--- config.mk ---
export PLATFORM = sky130hd
export DESIGN_NAME = pulse_width_gen
export DESIGN_NICKNAME = d
export VERILOG_FILES = /design/src/rtl/pulse_pkg.sv /design/src/rtl/pulse_width_gen.sv
export SDC_FILE = /design/constraint.sdc
export NUM_CORES = 1
export LEC_CHECK = 0
export CELL_PAD_IN_SITES_DETAIL_PLACEMENT = 1
export CELL_PAD_IN_SITES_GLOBAL_PLACEMENT = 2
export CORE_MARGIN = 4
export CORE_UTILIZATION = 30
export DETAILED_ROUTE_END_ITERATION = 16
export HOLD_SLACK_MARGIN = 0.05
export PLACE_DENSITY_LB_ADDON = 0.05
export SYNTH_ARGS = -nofsm -noshare
export SYNTH_HDL_FRONTEND = slang
export SYNTH_SLANG_ARGS = --single-unit
--- constraint.sdc ---
create_clock -name clk -period 2.24 [get_ports clk]
set_clock_uncertainty 0.2 [all_clocks]
set_input_delay 0.224 -clock clk [delete_from_list [all_inputs] [get_ports clk]]
set_output_delay 0.224 -clock clk [all_outputs]
set_load 0.005 [all_outputs]
--- src/rtl/pulse_pkg.sv ---
// Shared definitions for the pulse width generator: FSM encoding, default
// width limits and the request range check.
package pulse_pkg;

  localparam int unsigned MIN_W_DEF = 2;
  localparam int unsigned MAX_W_DEF = 6;
  localparam int unsigned GAP_W_DEF = 1;

  // Width of the request field and of the phase counter.
  localparam int unsigned CNT_W = 3;

  typedef enum logic [1:0] {
    ST_IDLE = 2'd0,
    ST_HIGH = 2'd1,
    ST_GAP  = 2'd2
  } state_t;

  // A requested width is legal when it lies inside [min_w, max_w].
  function automatic logic width_legal(input logic [CNT_W-1:0] w,
                                       input int unsigned     min_w,
                                       input int unsigned     max_w);
    return (32'(w) >= min_w) && (32'(w) <= max_w);
  endfunction

endpackage

--- src/rtl/pulse_width_gen.sv ---
// Generates high pulses of a requested width, each followed by a fixed low
// gap, with a one-entry slot holding the next request while a pulse runs.
// GAP_W must be at least 1 and MAX_W at most 7 so the 3-bit counter never wraps.
module pulse_width_gen
  import pulse_pkg::*;
#(
  parameter int unsigned MIN_W = MIN_W_DEF,
  parameter int unsigned MAX_W = MAX_W_DEF,
  parameter int unsigned GAP_W = GAP_W_DEF
) (
  input  logic       clk,
  input  logic       rst,
  input  logic       req_valid,
  input  logic [2:0] req_width,
  output logic       req_ready,
  output logic       pulse_out,
  output logic       done,
  output logic       err_width,
  output logic       busy
);

  localparam logic [CNT_W-1:0] GAP_LOAD = CNT_W'(GAP_W - 1);

  state_t           r_state;
  state_t           w_state_nxt;
  logic [CNT_W-1:0] r_cnt;
  logic [CNT_W-1:0] w_cnt_nxt;
  logic             r_pend_valid;
  logic             w_pend_valid_nxt;
  logic [CNT_W-1:0] r_pend_width;
  logic [CNT_W-1:0] w_pend_width_nxt;

  logic r_pulse;
  logic r_done;
  logic r_err;
  logic r_busy;
  logic r_req_ready;
  logic w_pulse_nxt;
  logic w_done_nxt;
  logic w_err_nxt;
  logic w_busy_nxt;
  logic w_req_ready_nxt;

  logic             w_accept;
  logic             w_legal;
  logic             w_take;
  logic             w_reject;
  logic             w_cnt_zero;
  logic [CNT_W-1:0] w_req_load;
  logic [CNT_W-1:0] w_pend_load;

  // Request handshake and range classification.
  always_comb begin
    w_accept    = req_valid & r_req_ready;
    w_legal     = width_legal(req_width, MIN_W, MAX_W);
    w_take      = w_accept & w_legal;
    w_reject    = w_accept & ~w_legal;
    w_cnt_zero  = (r_cnt == '0);
    w_req_load  = req_width - CNT_W'(1);
    w_pend_load = r_pend_width - CNT_W'(1);
  end

  // Next-state, counter and pending-slot logic.
  always_comb begin
    w_state_nxt      = r_state;
    w_cnt_nxt        = r_cnt;
    w_pend_valid_nxt = r_pend_valid;
    w_pend_width_nxt = r_pend_width;
    case (r_state)
      ST_IDLE: begin
        // Accepted legal widths start straight away, never via the slot.
        if (w_take) begin
          w_state_nxt = ST_HIGH;
          w_cnt_nxt   = w_req_load;
        end
      end
      ST_HIGH: begin
        if (w_cnt_zero) begin
          w_state_nxt = ST_GAP;
          w_cnt_nxt   = GAP_LOAD;
        end else begin
          w_cnt_nxt = r_cnt - CNT_W'(1);
        end
        if (w_take) begin
          w_pend_valid_nxt = 1'b1;
          w_pend_width_nxt = req_width;
        end
      end
      ST_GAP: begin
        if (w_cnt_zero) begin
          if (r_pend_valid) begin
            w_state_nxt      = ST_HIGH;
            w_cnt_nxt        = w_pend_load;
            w_pend_valid_nxt = 1'b0;
          end else if (w_take) begin
            // Request on the last gap cycle: same timing as a drained slot.
            w_state_nxt = ST_HIGH;
            w_cnt_nxt   = w_req_load;
          end else begin
            w_state_nxt = ST_IDLE;
          end
        end else begin
          w_cnt_nxt = r_cnt - CNT_W'(1);
          if (w_take) begin
            w_pend_valid_nxt = 1'b1;
            w_pend_width_nxt = req_width;
          end
        end
      end
      default: begin
        w_state_nxt      = ST_IDLE;
        w_cnt_nxt        = '0;
        w_pend_valid_nxt = 1'b0;
      end
    endcase
  end

  // Output values derived from the upcoming state so every output is a flop.
  always_comb begin
    w_pulse_nxt     = 1'b0;
    w_done_nxt      = 1'b0;
    w_err_nxt       = 1'b0;
    w_busy_nxt      = 1'b0;
    w_req_ready_nxt = 1'b1;
    w_pulse_nxt     = (w_state_nxt == ST_HIGH);
    w_done_nxt      = (r_state == ST_HIGH) && w_cnt_zero;
    w_err_nxt       = w_reject;
    w_busy_nxt      = (w_state_nxt != ST_IDLE) || w_pend_valid_nxt;
    w_req_ready_nxt = ~w_pend_valid_nxt;
  end

  // FSM state, counter and pending slot registers.
  always_ff @(posedge clk) begin
    if (rst) begin
      r_state      <= ST_IDLE;
      r_cnt        <= '0;
      r_pend_valid <= 1'b0;
      r_pend_width <= '0;
    end else begin
      r_state      <= w_state_nxt;
      r_cnt        <= w_cnt_nxt;
      r_pend_valid <= w_pend_valid_nxt;
      r_pend_width <= w_pend_width_nxt;
    end
  end

  // Registered outputs; reset drops any pulse in flight without strobes.
  always_ff @(posedge clk) begin
    if (rst) begin
      r_pulse     <= 1'b0;
      r_done      <= 1'b0;
      r_err       <= 1'b0;
      r_busy      <= 1'b0;
      r_req_ready <= 1'b1;
    end else begin
      r_pulse     <= w_pulse_nxt;
      r_done      <= w_done_nxt;
      r_err       <= w_err_nxt;
      r_busy      <= w_busy_nxt;
      r_req_ready <= w_req_ready_nxt;
    end
  end

  assign pulse_out = r_pulse;
  assign done      = r_done;
  assign err_width = r_err;
  assign busy      = r_busy;
  assign req_ready = r_req_ready;

endmodule

==> metrics.cfg <==
[detailed_routing]
wl_mm=1.96
via_count=685
drt_iter0_markers=12
routed_via_density=5.07
drc=0
post_drt_wl_per_cell_um=14.5
ant_nets=0
dr.pass1.iters=3

[placement]
port_buffers=10
gp_congestion=0.744
placed_cells=132
hpwl_mm=1.54

[clock_tree]
ctsResizeCount=0
cts_sinks=14
clk_latency_ns=0.27
tritoncts=done
cts_hold_buf=0
cts_setup_buffers=0
cts_root_buf=clkbuf_4
clk_path_buf_depth=2
numCtsBuffers=3
cts.clk_slew.worst_paths_ns=0.08
h-tree-depth=1

[finish]
fill_cells=318
fin_cells=135
nNetsFinal=117
num_antenna_cells=0
fin_util_pct=36.9
drive_gt1_share_pct=5.71
area_growth_pct=18.1

[synth]
syn_inst=95
async_flop_share_pct=0
synth_seq_cells=14
syn_area_per_cell_um2=8.15
synth_common_cells=dfxtp_1 (14), a21oi_1 (13), inv_1 (9)
synthXorXnorAreaFrac_pct=2.26
synth_nets=105
muxShareOfSynthArea_pct=0
synth_most_common_cell=dfxtp_1
synthAdderAreaFrac_pct=6.46
synth-edff-count=0
synth_top_family_by_area=compound AO/OA/AOI/OAI gates
syn_area_um2=774
synth_top_cell_by_area=dfxtp_1
synth-compound-area-share_pct=26.0
synth_area_leaders=dfxtp_1 (36%), a21oi_1 (8.4%), ha_1 (6.5%), inv_1 (4.4%), nor2_1 (3.4%)
yosysSeqAreaShare_pct=36.2
synth_cell_type_count=31
synth_warnings=0
synth-main-ff-cell=dfxtp_1
synth-simple-area-share_pct=22.1
yosys.area.top_type_share_pct=36.2

[critical_path]
worstPathArrival_ns=1.85
critPathMaxFanout=7
slowest_stage=dfxtp_1
crit_type=flop to flop
cpPeakStageDelay_ns=0.36
cp.required_ns=2.25
worstSetupEndpointType=flop
worstPathCellList=inv_1 > ha_1 > and2b_1 > o21ai_0 > nand3_1 > a21oi_1
start_kind=flop

[timing]
rsz0062_at_grt=false
setup_violations=0
tightest_slew_ns=0.417
fin_crit_sh_pct=82.1
relSlewSlack_pct=72.1
timing.hold.ws_ns=0.273
max_freq_ghz=0.544
fin_crit_ns=1.84
drv_slew=0
report.final.hold_viol_count=0
tns_ns=0

[floorplan]
io_pins=11
die_w_um=58.8
die_h_um=58.8
initial_core_util_pct=31.3
dieArea_um2=3460
core_um2=2480
num_rows=18

[power_and_ir_drop]
p_leak_nw=0.347
power_density_nw_per_um2=838
ir_drop_mv=0.393

[flow_run]
maxCapViolCount=0

[global_routing]
grt_pass1_wl_mm=3.55
grt_pass1_vias=751
antenna_found_initial=0
grt_max_degree=11
grt_usage_pct=13.7
grt-ovfl-total=0

[status]
outcome=completed

[hold_path]
holdCritPathClass=flop to flop

==> sequential cells by signal (all words and copies together) (netlist names) <==
name          flops
req_ready         1
r_pend_width      3
r_pend_valid      1
pulse_out         1
r_cnt             3
err_width         1
busy              1
r_state           2
done              1
==> per-layer routing <==
metal  routed length, um  vias to the layer above  GRT usage (%)
met3                  49                        2           4.17
met2                 901                        7           21.3
met4                  15                        0           5.83
met5                   0                        -              0
met1                 994                      320           17.5
li1                    -                      356              -
==> power by group <==
part	switching, mW	internal, mW	total [mW]
Combinational	0.165	0.137	0.302
Sequential	0.0336	0.290	0.323
Clock	0.0786	0.0622	0.141
==> cell type report <==
cell class / count / area, um^2 / share of cell area (%)
multi-input cells: 69 / 440 / 48.2
flip-flops and latches: 14 / 280 / 30.6
repair buffers: 10 / 100 / 10.9
well taps: 30 / 37.5 / 4.10
inverters: 9 / 33.8 / 3.69
clock buffers: 3 / 22.5 / 2.46
==> path summary, 6_finish.rpt <==
check	slack, ns	depth (start not counted)	to	startpoint
setup reg to reg	0.40	6	r_pend_width[2]	r_cnt[0]
hold / removal	0.27	2	err_width	req_ready
setup / recovery	0.40	6	r_pend_width[2]	r_cnt[0]
hold reg to reg	0.27	2	err_width	req_ready
==> kinds of logic (layout without fill, tap and decap cells) <==
logic type	Yosys count	in the layout
buffers and inverters	12	22
AOI/OAI and AO/OA	31	31
DFF	14	14
xor gates and xnor gates	2	2
and+or+nand+nor	32	32
adders and majority gates	4	4
==> per-stage QoR <==
stage,setup slack (ns),total power [mW],instance area [um^2]
after floorplan,0.653,0.528,774
after global placement,0.245,0.628,892
after detailed placement,0.194,0.634,892
after CTS,0.397,0.779,915
after global routing,0.164,0.837,915
final,0.401,0.766,915
==> worst max-delay path: cells and delay by family (launching register included) <==
family	cells	cell delay, ns
buffers and inverters	1	0.09
flip-flops	1	0.36
adder cells (fa/ha/maj)	1	0.25
AND/OR/NAND/NOR	2	0.41
AO/OA/AOI/OAI	2	0.46
==> placed cells by master, fill, tap and decap left out, types with 2 or more instances in the layout <==
cell type	count
nand2b_1	3
a21oi_1	13
nor3_1	3
inv_1	9
o21ai_1	3
o22ai_1	3
nand3_1	4
clkbuf_4	3
a311o_1	2
dfxtp_1	14
nor2b_1	4
and3_1	2
ha_1	4
nor2_1	7
nand2_1	4
clkdlybuf4s50_1	10
o21ai_0	4
Power figures use the tool's default switching activity.
